[src/rtl/kinase_ctrl_sequencer.sv]
// Fixed-order fluidic sequencer: PRIME -> MIX -> INCUBATE -> FLUSH -> DONE, driving valve and pump pads.
// Optional abort input is enabled by defining KINASE_SEQ_ABORT_EN.
module kinase_ctrl_sequencer #(
  parameter int unsigned STEP_DIV    = 4,
  parameter int unsigned PRIME_STEPS = 6,
  parameter int unsigned MIX_STEPS   = 12,
  parameter int unsigned INC_STEPS   = 8,
  parameter int unsigned FLUSH_STEPS = 4
) (
  input  logic        clk,
  input  logic        rst_n,
  input  logic        start,
`ifdef KINASE_SEQ_ABORT_EN
  input  logic        abort,
`endif
  output logic        busy,
  output logic        done,
  output logic [12:0] pad_ctrl_a,
  output logic [3:0]  pad_ctrl_s,
  output logic [2:0]  pad_pump_a,
  output logic [1:0]  pad_pump_b,
  output logic [2:0]  dbg_state
);

  // Handshake: start is a level request with no ready; a run is accepted on any edge
  // where start=1 while IDLE. done is a one-cycle pulse in DONE with no backpressure.

  typedef enum logic [2:0] {
    S_IDLE  = 3'd0,
    S_PRIME = 3'd1,
    S_MIX   = 3'd2,
    S_INC   = 3'd3,
    S_FLUSH = 3'd4,
    S_DONE  = 3'd5
  } state_t;

  localparam logic [15:0] DIV_LAST   = 16'(STEP_DIV - 1);
  localparam logic [15:0] PRIME_LAST = 16'(PRIME_STEPS - 1);
  localparam logic [15:0] MIX_LAST   = 16'(MIX_STEPS - 1);
  localparam logic [15:0] INC_LAST   = 16'(INC_STEPS - 1);
  localparam logic [15:0] FLUSH_LAST = 16'(FLUSH_STEPS - 1);

  state_t      state;
  state_t      state_after;
  logic [15:0] presc;
  logic [15:0] step_cnt;
  logic [15:0] step_last;
  logic [2:0]  pa_phase;
  logic        pb_phase;
  logic        tick;
  logic        abort_req;

  assign tick = (presc == DIV_LAST);

`ifdef KINASE_SEQ_ABORT_EN
  assign abort_req = abort && ((state == S_PRIME) || (state == S_MIX) || (state == S_INC));
`else
  assign abort_req = 1'b0;
`endif

  always_comb begin
    step_last   = '0;
    state_after = S_IDLE;
    case (state)
      S_PRIME: begin
        step_last   = PRIME_LAST;
        state_after = S_MIX;
      end
      S_MIX: begin
        step_last   = MIX_LAST;
        state_after = S_INC;
      end
      S_INC: begin
        step_last   = INC_LAST;
        state_after = S_FLUSH;
      end
      S_FLUSH: begin
        step_last   = FLUSH_LAST;
        state_after = S_DONE;
      end
      default: begin
        step_last   = '0;
        state_after = S_IDLE;
      end
    endcase
  end

  always_ff @(posedge clk or negedge rst_n) begin
    if (!rst_n) begin
      state    <= S_IDLE;
      presc    <= '0;
      step_cnt <= '0;
      pa_phase <= '0;
      pb_phase <= 1'b0;
    end else begin
      case (state)
        S_IDLE: begin
          presc    <= '0;
          step_cnt <= '0;
          if (start) begin
            state    <= S_PRIME;
            pa_phase <= '0;
          end
        end
        S_PRIME, S_MIX, S_INC, S_FLUSH: begin
          if (abort_req) begin
            state    <= S_FLUSH;
            presc    <= '0;
            step_cnt <= '0;
            pb_phase <= 1'b0;
          end else if (tick) begin
            presc <= '0;
            // Pump A keeps its phase across the PRIME->MIX boundary.
            if ((state == S_PRIME) || (state == S_MIX)) begin
              pa_phase <= (pa_phase == 3'd5) ? 3'd0 : pa_phase + 3'd1;
            end
            if (state == S_FLUSH) begin
              pb_phase <= ~pb_phase;
            end
            if (step_cnt == step_last) begin
              state    <= state_after;
              step_cnt <= '0;
              if (state_after == S_FLUSH) begin
                pb_phase <= 1'b0;
              end
            end else begin
              step_cnt <= step_cnt + 16'd1;
            end
          end else begin
            presc <= presc + 16'd1;
          end
        end
        S_DONE: begin
          state <= S_IDLE;
        end
        default: begin
          state <= S_IDLE;
        end
      endcase
    end
  end

  always_comb begin
    busy       = 1'b0;
    done       = 1'b0;
    pad_ctrl_a = '0;
    pad_ctrl_s = '0;
    pad_pump_a = '0;
    pad_pump_b = '0;
    case (state)
      S_PRIME, S_MIX: begin
        busy       = 1'b1;
        pad_ctrl_a = (state == S_PRIME) ? 13'h0007 : 13'h0038;
        pad_ctrl_s = (state == S_PRIME) ? 4'b0001 : 4'b0010;
        case (pa_phase)
          3'd0:    pad_pump_a = 3'b101;
          3'd1:    pad_pump_a = 3'b100;
          3'd2:    pad_pump_a = 3'b110;
          3'd3:    pad_pump_a = 3'b010;
          3'd4:    pad_pump_a = 3'b011;
          default: pad_pump_a = 3'b001;
        endcase
      end
      S_INC: begin
        busy       = 1'b1;
        pad_ctrl_a = 13'h1FFF;
        pad_ctrl_s = 4'b0100;
      end
      S_FLUSH: begin
        busy       = 1'b1;
        pad_ctrl_a = 13'h01C0;
        pad_ctrl_s = 4'b1000;
        pad_pump_b = pb_phase ? 2'b01 : 2'b10;
      end
      S_DONE: begin
        busy = 1'b1;
        done = 1'b1;
      end
      default: begin
        busy = 1'b0;
      end
    endcase
  end

  assign dbg_state = state;

endmodule

[config.mk]
export PLATFORM = sky130hd
export DESIGN_NAME = kinase_ctrl_sequencer
export DESIGN_NICKNAME = d
export VERILOG_FILES = /design/src/rtl/kinase_ctrl_sequencer.sv
export SDC_FILE = /design/constraint.sdc
export NUM_CORES = 1
export LEC_CHECK = 0
export CELL_PAD_IN_SITES_DETAIL_PLACEMENT = 1
export CELL_PAD_IN_SITES_GLOBAL_PLACEMENT = 1
export CORE_MARGIN = 4
export CORE_UTILIZATION = 43
export CTS_CLUSTER_DIAMETER = 80
export CTS_CLUSTER_SIZE = 20
export DETAILED_ROUTE_END_ITERATION = 10
export GPL_ROUTABILITY_DRIVEN = 1
export PLACE_DENSITY = 0.86
export SETUP_SLACK_MARGIN = 0.5
export SKIP_LAST_GASP = 1
export SLEW_MARGIN = 15
export SYNTH_ARGS = -nofsm -noshare
export SYNTH_HDL_FRONTEND = slang
export SYNTH_SLANG_ARGS = --single-unit
[constraint.sdc]
create_clock -name clk -period 3.1 [get_ports clk]
set_input_delay 0.465 -clock clk [delete_from_list [all_inputs] [get_ports clk]]
set_output_delay 0.465 -clock clk [all_outputs]
set_load 0.005 [all_outputs]
# Word level (Yosys, flattened, before mapping)
# Cells that the tools add are included.
# W data, S select, Z words.
[word_totals] ff_bits=39 latch_bits=0 mem_bits_rw=0 mem_bits_ro=0 input_bits=3 out_inout_bits=27 elab_cells=66 memories=0
[op_classes] n_addsub=3 multipliers=0 div_mod_pow=0 order_cmp=0 eq_ne=17 shift=0 mux=29 bitwise=1 reduce_logical=11
[op_table] operator="$pmux W16 S2" count=2
[op_table] operator="$mux W16" count=3
[op_table] operator="$pmux W13 S3" count=1
[op_table] operator="$add A16 B1 Y16 const B" count=2
[op_table] operator="$mux W3" count=8
[op_table] operator="$eq A16 B16 Y1" count=1
[op_table] operator="$eq A16 B2 Y1 const B" count=1
[op_table] operator="$pmux W4 S4" count=1
[op_table] operator="$eq A3 B3 Y1 const B" count=5
[op_table] operator="$pmux W3 S5" count=1
[op_table] operator="$eq A3 B2 Y1 const B" count=4
[op_table] operator="$pmux W3 S2" count=2
[op_table] operator="$pmux W3 S4" count=1
[op_table] operator="$pmux W4 S3" count=1
[op_table] operator="$ne A2 B2 Y1 const B" count=4
[op_table] operator="$eq A3 B1 Y1 const B" count=2
[op_table] operator="$logic_not A3 Y1" count=2
[op_table] operator="$mux W2" count=3
[op_table] operator="$mux W6" count=1
[op_table] operator="$mux W1" count=5
[op_table] operator="$reduce_or A5 Y1" count=1
[op_table] operator="$reduce_and A2 Y1" count=2
[op_table] operator="$reduce_and A4 Y1" count=1
[op_table] operator="$reduce_or A4 Y1" count=1
[op_table] operator="other kinds (6)" count=6

# Longest topological paths before layout
# Gate-level depths: netlist of run 1.
[logic_depth] word_depth=6 ltp_mapped=8 depth_no_buf=6

# Worst setup path before layout of run 1
# Ideal clock, no wire load.
[synth_timing] kind="register -> register" start="register step_cnt[4]" end="register state[1] (netlist: dbg_state[1])" setup_time_ns=0.125 t_arrival_ns=2.102 required_time_ns=2.975 slack_ns=0.874 stages_incl_launch_ff=6 path_buffers=1 period_less_slack_ns=2.226 path_cell_list="dfrtp_1 -> or4b_1 -> or4_1 -> buf_6 -> nor4b_2 -> mux2_2"
[synth_via] elab_chain_len=3
[synth_lines] item="from (decl)" line="46" rtl="logic [15:0] step_cnt;"
[synth_lines] item="from (signal assigned)" line="127" rtl="step_cnt <= step_cnt + 16'd1;"
[synth_lines] item="$eq A16 B16 Y1" line="120" rtl="if (step_cnt == step_last) begin"
[synth_lines] item="$ne A2 B2 Y1 (no source line)"
[synth_lines] item="$reduce_and A3 Y1 (no source line)"
[synth_lines] item="to (signal assigned)" line="121" rtl="state <= state_after;"
[synth_lines] item="to (decl)" line="43" rtl="state_t state;"
# Every way passes these cells.
# A chain may end at the register's enable or synchronous reset.

# Worst setup path in the final report of run 1
[layout_timing] start="register state[2] (netlist: dbg_state[2])" end="output port pad_pump_a[2]"
[layout_via] elab_chain_len=3 word_cells_on_any_way=4 cone_classes="2 x eq/ne; 1 x mux; 1 x reduce/logical"
[layout_lines] item="$eq A3 B2 Y1 / $eq A3 B1 Y1 (equally long branches)" line="150" rtl="case (state)"
[layout_lines] item="$reduce_or A2 Y1 (*)" line="150"
[layout_lines] item="$mux W3 (*)" line="150"
[layout_lines] item="to (decl)" line="20" rtl="output logic [2:0] pad_pump_a,"
# Mark *: on every way between the ends. The rest lies on a longest branch, timed or not.

==> results.sh, run 1 <==
export IMPL_post_route_period_util_pct=82.2
export IMPL_nets=337
export IMPL_final_max_slew_viol_count=0
export IMPL_status="complete, no violations"
export IMPL_finalSetupViolCount=0
export IMPL_p_total_uw=1030
export IMPL_fin_tns_setup_ns=0
export IMPL_synth_top_flop_cell="dfrtp_1"
export IMPL_fin_ws_ns=0.552
export IMPL_rrSetupSlack_ns=0.58
export IMPL_grt_usage_pct=20.6
export IMPL_whs_ns=0.285
export IMPL_antennaDiodeCount=0
export IMPL_ir_drop_mv=0.296
export IMPL_vias=2496
export IMPL_finalWirelength_mm=7.86
export IMPL_start_util_pct=44.2
export IMPL_htreeDepth=2
export IMPL_clock_latency_ns=0.30
export IMPL_ys_ff_latch=39
export IMPL_required_ns=2.63
export IMPL_grt_max_degree=40
export IMPL_synth_compound_area_share_pct=21.9
export IMPL_cp_start_kind="flop"
export IMPL_p_leak_uw=0.00123
export IMPL_cts_made_buffers=5
export IMPL_async_reset_ff_share_pct=100
export IMPL_muxShareOfSynthArea_pct=1.20
export IMPL_viasPerCell=6.15
export IMPL_first_iter_violations=137
export IMPL_die_w_um=85.8
export IMPL_dieHeight_um=85.8
export IMPL_synth_fa_ha_area_share_pct=1.92
export IMPL_netlist_area_um2=2600
export IMPL_finalCriticalPeriod_ns=2.55
export IMPL_min_path_type="primary input to async pin"
export IMPL_cts_tree="yes"
export IMPL_port_buffers=29
export IMPL_powerDensity_nw_per_um2=332
export IMPL_arrival_ns=2.08
export IMPL_r2r_start="step_cnt[4]"
export IMPL_syn_nets=311
export IMPL_ant_nets=0
export IMPL_netlist_instances=304
export IMPL_drive_above_1_share_pct=13.3
export IMPL_synth_edff_count=0
export IMPL_cp_max_fo=19
export IMPL_r2r_end="step_cnt[15]"
export IMPL_max_freq_mhz=392
export IMPL_ys_warnings_count=0
export IMPL_yosysSeqAreaShare_pct=37.5
export IMPL_rsz0062_at_grt="true"
export IMPL_clk_pin_slew_ns=0.09
export IMPL_syn_area_per_cell_um2=8.56
export IMPL_rr_worst_depth=5
export IMPL_design_core_area_um2=5890
export IMPL_area_delta_synth_final_pct=19.0
export IMPL_dp_hpwl_mm=5.14
export IMPL_ys_types=56
export IMPL_drc_errors=0
export IMPL_endpoint_kind="output port"
export IMPL_synth_xor_area_share_pct=4.71
export IMPL_cts_root_buf="clkbuf_8"
export IMPL_grt_pass1_wl_mm=12.2
export IMPL_maxCapViolCount=0
export IMPL_dp_cells=391
export IMPL_synth_simple_gate_area_share_pct=24.5
export IMPL_grt_pass1_vias=2500
export IMPL_dpl_worst_slack_ns=0.465
export IMPL_instances_no_fill=406
export IMPL_final_common_cell="dfrtp_1"
export IMPL_worstMarginPinSlew_ns=0.913
export IMPL_antenna_found_initial=0
export IMPL_die_area_um2=7360
export IMPL_firstDrtPassIters=4
export IMPL_critPathKind="flop to output port"
export IMPL_final_cell_mix="dfrtp_1 (37), nor2_1 (28), clkdlybuf4s50_1 (28)"
export IMPL_clk_path_buf_depth=2
export IMPL_row_count=28
export IMPL_hold_viol_final=0
export IMPL_synth_top_family_by_area="simple AND/OR/NAND/NOR gates"
export IMPL_routedWlPerCell_um=19.4
export IMPL_overflow=0
export IMPL_fin_skew_ns=0.0185
export IMPL_slew_headroom_pct=39.2
export IMPL_cts_hold_buf=0
export IMPL_place_gp_congestion=0.795
export IMPL_pin_count=30
export IMPL_clkSinkCount=39
==> what timing repair did <==
item / CTS / global route
pin swaps: 1 / 1
cloned: 0 / 0
buffers inserted: 2 / 5
resized for setup: 2 / 5
endpoints found under the setup margin: 19 / 21
==> layer usage <==
metal | GRT usage (%) | share of wire (%) | vias to the layer above
met3 | 2.98 | 3.6 | 17
li1 | - | - | 1143
met5 | 0 | 0 | -
met1 | 27.0 | 43 | 1276
met4 | 5.18 | 1.8 | 0
met2 | 35.6 | 52 | 60
==> cell usage after synthesis (2+ instances only) <==
| cell | count | share of area [%] |
|---|---|---|
| nor2b_1 | 4 | 0.96 |
| mux2i_1 | 2 | 0.77 |
| a22oi_1 | 3 | 0.87 |
| and4_1 | 2 | 0.67 |
| and2_0 | 2 | 0.48 |
| nand4_1 | 7 | 1.7 |
| a21oi_1 | 17 | 3.3 |
| buf_6 | 3 | 1.3 |
| nor4_1 | 7 | 1.7 |
| xnor2_1 | 5 | 1.7 |
| and3_1 | 5 | 1.2 |
| clkbuf_1 | 10 | 1.4 |
| or4_1 | 3 | 0.87 |
| o211ai_1 | 8 | 2.3 |
| ha_1 | 4 | 1.9 |
| or3_1 | 7 | 1.7 |
| a22o_1 | 4 | 1.3 |
| o21ai_0 | 27 | 5.2 |
| a211oi_1 | 3 | 0.87 |
| nand3_1 | 7 | 1.3 |
| a21boi_0 | 2 | 0.58 |
| nor3_1 | 13 | 2.5 |
| buf_1 | 3 | 0.43 |
| buf_2 | 4 | 0.77 |
| nand2b_1 | 3 | 0.72 |
| o31ai_1 | 4 | 1.2 |
| dfrtp_1 | 39 | 38 |
| nand2_1 | 23 | 3.3 |
| nor2_1 | 28 | 4.0 |
| xor2_1 | 9 | 3.0 |
| inv_1 | 10 | 1.4 |
| o2111ai_1 | 3 | 1.0 |
| buf_4 | 10 | 2.9 |
==> final cells by class <==
type,count,area (um^2)
fillers,709,2790
multi-input cells,225,1430
flip-flops and latches,39,978
repair buffers,49,448
well taps,75,93.8
clock buffers,5,68.8
clock inverters,3,43.8
inverters,10,37.5
==> state kept, by name, indices dropped and copies added (netlist names) <==
| register | cells |
|---|---|
| pa_phase | 3 |
| presc | 16 |
| step_cnt | 16 |
| dbg_state | 3 |
| pb_phase | 1 |
==> metrics by stage <==
step                area, um^2  util (%)
floorplan                 2600         -
global placement          2900      49.3
detailed placement        2900      49.3
CTS                       3030      51.5
global route              3100      52.6
finish                    3100      52.6
==> worst max-delay path by stage <==
stage	endpoint	from	slack, ns
2_1_floorplan	dbg_state[1]	step_cnt[4]	0.87
3_3_place_gp	step_cnt[13]	step_cnt[4]	0.55
3_5_place_dp	step_cnt[14]	step_cnt[4]	0.47
4_1_cts	step_cnt[14]	step_cnt[4]	0.50
5_1_grt	pad_pump_a[2]	dbg_state[2]	0.43
6_report	pad_pump_a[2]	dbg_state[2]	0.55
==> report_power, final <==
part,internal [uW],switching (uW)
clock,240,198
sequential,516,11.6
combinational,35.4,28.1
total,791,238
==> worst max-delay path, stage by stage (launching register included) <==
cell and delay, ns:
dfrtp_1 0.40, buf_4 0.21, nor2b_1 0.19, nor2b_2 0.20, nor2_1 0.09, a211oi_2 0.15, clkdlybuf4s50_1 0.52
==> logic make-up (layout without fill, tap and decap cells) <==
logic type | count (synthesis) | count (layout)
muxes | 3 | 3
adders and majority gates | 4 | 4
buffers and inverters | 40 | 67
and+or+nand+nor | 120 | 120
xor gates and xnor gates | 14 | 14
DFF | 39 | 39
AOI/OAI and AO/OA | 84 | 84
Power figures use the tool's default switching activity.
==> run 2, diff against run 1 <==
clock period = 2.55 ns   (was 3.1 ns; I/O delays follow)
==> run 2 against run 1 <==
Net effect:
- first-iteration DRC count increased by 44%
- global-route usage is 4.6 points higher
- via count up 12%
- cell count is 5.4% higher
==> results.sh, run 2 (synthesis results as in run 1) <==
export IMPL_finalSetupViolCount=0
export IMPL_htreeDepth=2
export IMPL_row_count=28
export IMPL_clock_latency_ns=0.31
export IMPL_r2r_start="step_cnt[0]"
export IMPL_grt_usage_pct=25.2
export IMPL_final_common_cell="dfrtp_1"
export IMPL_fin_area_um2=3480
export IMPL_crit_start="step_cnt[0]"
export IMPL_cts_hold_buf=0
export IMPL_ant_nets=0
export IMPL_clkSinkCount=39
export IMPL_area_delta_synth_final_pct=33.8
export IMPL_p_int_uw=904
export IMPL_n_fill_cell=685
export IMPL_drive_above_1_share_pct=30.0
export IMPL_required_ns=2.77
export IMPL_routedWlPerCell_um=24.2
export IMPL_fin_skew_ns=0.0119
export IMPL_die_area_um2=7360
export IMPL_p_comb_share_pct=5.6
export IMPL_die_w_um=85.8
export IMPL_nets=359
export IMPL_endpoint_kind="flop"
export IMPL_finalWirelength_mm=10.4
export IMPL_wl_met3_um=432
export IMPL_cts_root_buf="clkbuf_8"
export IMPL_slew_headroom_pct=37.0
export IMPL_viasPerCell=6.52
export IMPL_met2WireLength_mm=5.36
export IMPL_rr_worst_depth=5
export IMPL_p_switching_uw=292
export IMPL_post_route_period_util_pct=91.8
export IMPL_vias=2791
export IMPL_rrSetupSlack_ns=0.21
export IMPL_overflow=0
export IMPL_maxCapViolCount=0
export IMPL_hold_viol_final=0
export IMPL_dp_hpwl_mm=5.46
export IMPL_r2r_end="dbg_state[0]"
export IMPL_ir_drop_mv=0.315
export IMPL_wl_met1_mm=4.09
export IMPL_finalCriticalPeriod_ns=2.34
export IMPL_pwr_share_clk_pct=40.8
export IMPL_dieHeight_um=85.8
export IMPL_antenna_found_initial=0
export IMPL_port_buffers=29
export IMPL_routed_top_layer="met4"
export IMPL_arrival_ns=2.57
export IMPL_cp_start_kind="flop"
export IMPL_clk_path_buf_depth=2
export IMPL_cp_max_fo=6
export IMPL_whs_ns=0.208
export IMPL_clk_pin_slew_ns=0.09
export IMPL_antennaDiodeCount=0
export IMPL_grt_pass1_vias=2691
export IMPL_p_leak_uw=0.00148
export IMPL_min_path_type="primary input to async pin"
export IMPL_status="complete, no violations"
export IMPL_design_core_area_um2=5890
export IMPL_p_sw_share_pct=24.4
export IMPL_final_max_slew_viol_count=0
export IMPL_max_freq_mhz=427
export IMPL_first_iter_violations=197
export IMPL_place_gp_congestion=0.810
export IMPL_start_util_pct=44.2
export IMPL_critPathKind="flop to flop"
export IMPL_grt_max_degree=40
export IMPL_grt_pass1_wl_mm=14.4
export IMPL_rsz0062_at_grt="true"
export IMPL_firstDrtPassIters=5
export IMPL_power_frac_seq_pct=53.6
export IMPL_fin_tns_setup_ns=0
export IMPL_postPlaceCellArea_um2=2990
export IMPL_cts_made_buffers=5
export IMPL_reg_top3="presc (16), step_cnt (16)"
export IMPL_cts_tree="yes"
export IMPL_drc_errors=0
export IMPL_pin_count=30
export IMPL_worstMarginPinSlew_ns=0.945
export IMPL_final_cell_mix="dfrtp_1 (37), buf_4 (34), nor2_1 (25), o21ai_0 (25), nand2_1 (20)"
export IMPL_powerDensity_nw_per_um2=343
[run 2: cell types whose count changed in the layout (fill, tap and decap cells not counted), sizes merged]
cell           delta
buf              +24
clkdlybuf4s50    -21
dlygate4sd2       +8
clkbuf            +7
dlymetal6s2s      +7
clkinv            -2
bufinv            -1
[run 2: routing by layer]
layer / GRT usage (%) / up-vias
met2: 43.4 / 114
met1: 31.2 / 1433
li1: - / 1195
met5: 0 / -
met4: 9.93 / 0
met3: 4.42 / 49
[run 2: worst max-delay path by stage]
stage               cells past startpoint      endpoint  slack (ns)
finish                                  5  dbg_state[0]        0.21
global route                            5  step_cnt[14]        0.21
CTS                                     4  dbg_state[1]        0.26
detailed placement                      5  step_cnt[13]        0.11
global placement                        5  step_cnt[13]        0.19
floorplan                               5  dbg_state[1]        0.32
[run 2: timing repair]
item                                    4_1_cts  5_1_grt
gates resized for setup                      45       51
endpoints found under the setup margin       43       48
endpoints found under the hold margin         0        0
pin swaps                                     8        9
setup buffers                                11        9
cloned                                        0        1
[run 2: stage by stage]
stage	setup WS, ns	utilization, %	cells	total power [uW]
6_report	0.209	59.1	428	1200
5_1_grt	0.208	59.1	428	1230
4_1_cts	0.262	55.3	418	1190
3_5_place_dp	0.109	50.8	399	729
3_3_place_gp	0.188	50.8	399	725
2_1_floorplan	0.324	-	304	677
[run 2: worst max-delay path: stages (launching register included)]
cell and delay, ns:
dfrtp_2 0.46, or4b_4 0.51, or4b_2 0.66, a311oi_2 0.30, o211ai_1 0.17, o211ai_1 0.15
[run 2: power groups by stage]
stage | Combinational (uW) | Clock (uW) | Sequential (uW)
after floorplan | 28.9 | 0 | 648
after global placement | 73.8 | 0 | 651
after detailed placement | 77.1 | 0 | 652
after CTS | 65.6 | 485 | 640
after global routing | 74.5 | 515 | 643
final | 67.3 | 487 | 641
[run 2: final cells by class]
type | instances | area [um^2] | area share (%)
flip-flops and latches | 39 | 978 | 28.1
clock buffers | 8 | 100 | 2.88
well taps | 75 | 93.8 | 2.70
repair buffers | 71 | 638 | 18.3
inverters | 10 | 40.0 | 1.15
multi-input cells | 225 | 1630 | 46.8
==> run 3, diff against run 2 <==
==> constraint.sdc (replaced) <==
create_clock -name clk -period 2.55 [get_ports clk]
set_input_delay 0.51 -clock clk [delete_from_list [all_inputs] [get_ports clk]]
set_output_delay 0.51 -clock clk [all_outputs]
set_load 0.005 [all_outputs]
==> run 3 against run 2 <==
Net effect:
- sequential share of layout area down 0.41 points
- hold slack better by 0.11 ns
- sequential power about the same
- largest cell class unchanged
==> results.sh, run 3 (synthesis results as in run 1) <==
export IMPL_worstMarginPinSlew_ns=0.903
export IMPL_cpPeakStageDelay_ns=0.45
export IMPL_hold_viol_final=0
export IMPL_grt_usage_pct=26.1
export IMPL_reg_top3="presc (16), step_cnt (16)"
export IMPL_nets=368
export IMPL_p_total_uw=1200
export IMPL_ant_nets=0
export IMPL_rsz0062_at_grt="true"
export IMPL_dp_hpwl_mm=5.33
export IMPL_fin_tns_setup_ns=0
export IMPL_r2r_start="presc[6]"
export IMPL_crit_family="simple AND/OR/NAND/NOR gates"
export IMPL_ir_drop_mv=0.318
export IMPL_row_count=28
export IMPL_pin_count=30
export IMPL_powerDensity_nw_per_um2=340
export IMPL_overflow=0
export IMPL_routedWlPerCell_um=24.5
export IMPL_endpoint_kind="flop"
export IMPL_p_leak_uw=0.00156
export IMPL_grt_pass1_vias=2732
export IMPL_area_delta_synth_final_pct=36.1
export IMPL_die_area_um2=7360
export IMPL_cpMostUsedCell="buf_6"
export IMPL_required_ns=2.73
export IMPL_rr_worst_depth=7
export IMPL_slew_headroom_pct=39.8
export IMPL_post_route_period_util_pct=91.4
export IMPL_cts_root_buf="clkbuf_8"
export IMPL_design_core_area_um2=5890
export IMPL_critPathKind="flop to flop"
export IMPL_crit_chain="nor4_1 > and4_1 > buf_6 > nand2_1 > o31ai_4 > buf_6 > a22oi_1"
export IMPL_finalWirelength_mm=10.7
export IMPL_cts_tree="yes"
export IMPL_min_path_type="primary input to async pin"
export IMPL_critPathSlowestCell="dfrtp_1"
export IMPL_n_fill_cell=660
export IMPL_final_cell_mix="dfrtp_1 (35), buf_4 (35), o21ai_0 (25)"
export IMPL_drc_errors=0
export IMPL_cts_made_buffers=5
export IMPL_max_freq_mhz=429
export IMPL_cp_max_fo=18
export IMPL_clkSinkCount=39
export IMPL_finalSetupViolCount=0
export IMPL_viasPerCell=6.32
export IMPL_fin_skew_ns=0.0111
export IMPL_rrSetupSlack_ns=0.22
export IMPL_firstDrtPassIters=4
export IMPL_htreeDepth=2
export IMPL_die_w_um=85.8
export IMPL_antenna_found_initial=0
export IMPL_antennaDiodeCount=0
export IMPL_first_iter_violations=139
export IMPL_place_gp_congestion=0.860
export IMPL_finalCriticalPeriod_ns=2.33
export IMPL_port_buffers=29
export IMPL_cp_start_kind="flop"
export IMPL_drive_above_1_share_pct=34.5
export IMPL_critPathBufInv=2
export IMPL_clk_pin_slew_ns=0.09
export IMPL_r2r_end="step_cnt[14]"
export IMPL_grt_pass1_wl_mm=15.0
export IMPL_grt_max_degree=40
export IMPL_maxCapViolCount=0
export IMPL_clock_latency_ns=0.31
export IMPL_dieHeight_um=85.8
export IMPL_start_util_pct=44.2
export IMPL_vias=2761
export IMPL_clk_path_buf_depth=2
export IMPL_arrival_ns=2.51
export IMPL_status="complete, no violations"
export IMPL_final_max_slew_viol_count=0
[run 3: stage by stage]
step,hold WS (ns),setup WS (ns),std cells,cell area [um^2],utilization (%)
after floorplan,0.214,0.324,304,2630,-
after global placement,0.502,0.176,400,3000,51.0
after detailed placement,0.510,0.0705,400,3000,51.0
after CTS,0.373,0.274,424,3320,56.4
after global routing,0.388,0.121,437,3540,60.2
final,0.314,0.219,437,3540,60.2
[run 3: final cells by class]
class / instances / area [um^2] / share of cell area (%)
multi-input combinational: 225 / 1630 / 46.1
sequential: 39 / 981 / 27.7
timing repair buffer: 80 / 692 / 19.5
clock buffer: 8 / 100 / 2.83
tap: 75 / 93.8 / 2.65
inverter: 10 / 40.0 / 1.13
[run 3: worst max-delay path by stage]
stage	from	endpoint	slack, ns	depth (start not counted)
floorplan	step_cnt[4]	dbg_state[1]	0.32	5
global placement	step_cnt[4]	step_cnt[13]	0.18	5
detailed placement	step_cnt[4]	dbg_state[1]	0.07	4
CTS	step_cnt[4]	step_cnt[15]	0.27	5
global route	presc[6]	step_cnt[14]	0.12	7
finish	presc[6]	step_cnt[14]	0.22	7
[run 3: routing by layer]
metal  vias up  track usage [%]  routed length, um  share of wire [%]
met5         -                0                  0                  0
met4         0             10.8                556                5.2
met3        44             4.03                484                4.5
met2       107             44.0               5600                 52
met1      1395             33.4               4080                 38
li1       1215                -                  -                  -
[run 3: where the power goes]
group          total (uW)  internal [uW]  switching, uW
Sequential            642            627           15.4
Combinational        67.0           29.1           38.0
Clock                 495            248            248
[run 3: repair_timing]
| item | CTS | global route |
|---|---|---|
| gates resized for setup | 57 | 69 |
| buffers inserted | 16 | 12 |
| pin swaps | 5 | 14 |
| cloned | 0 | 1 |
| setup endpoints to repair | 47 | 49 |
| hold buffers | 0 | 0 |
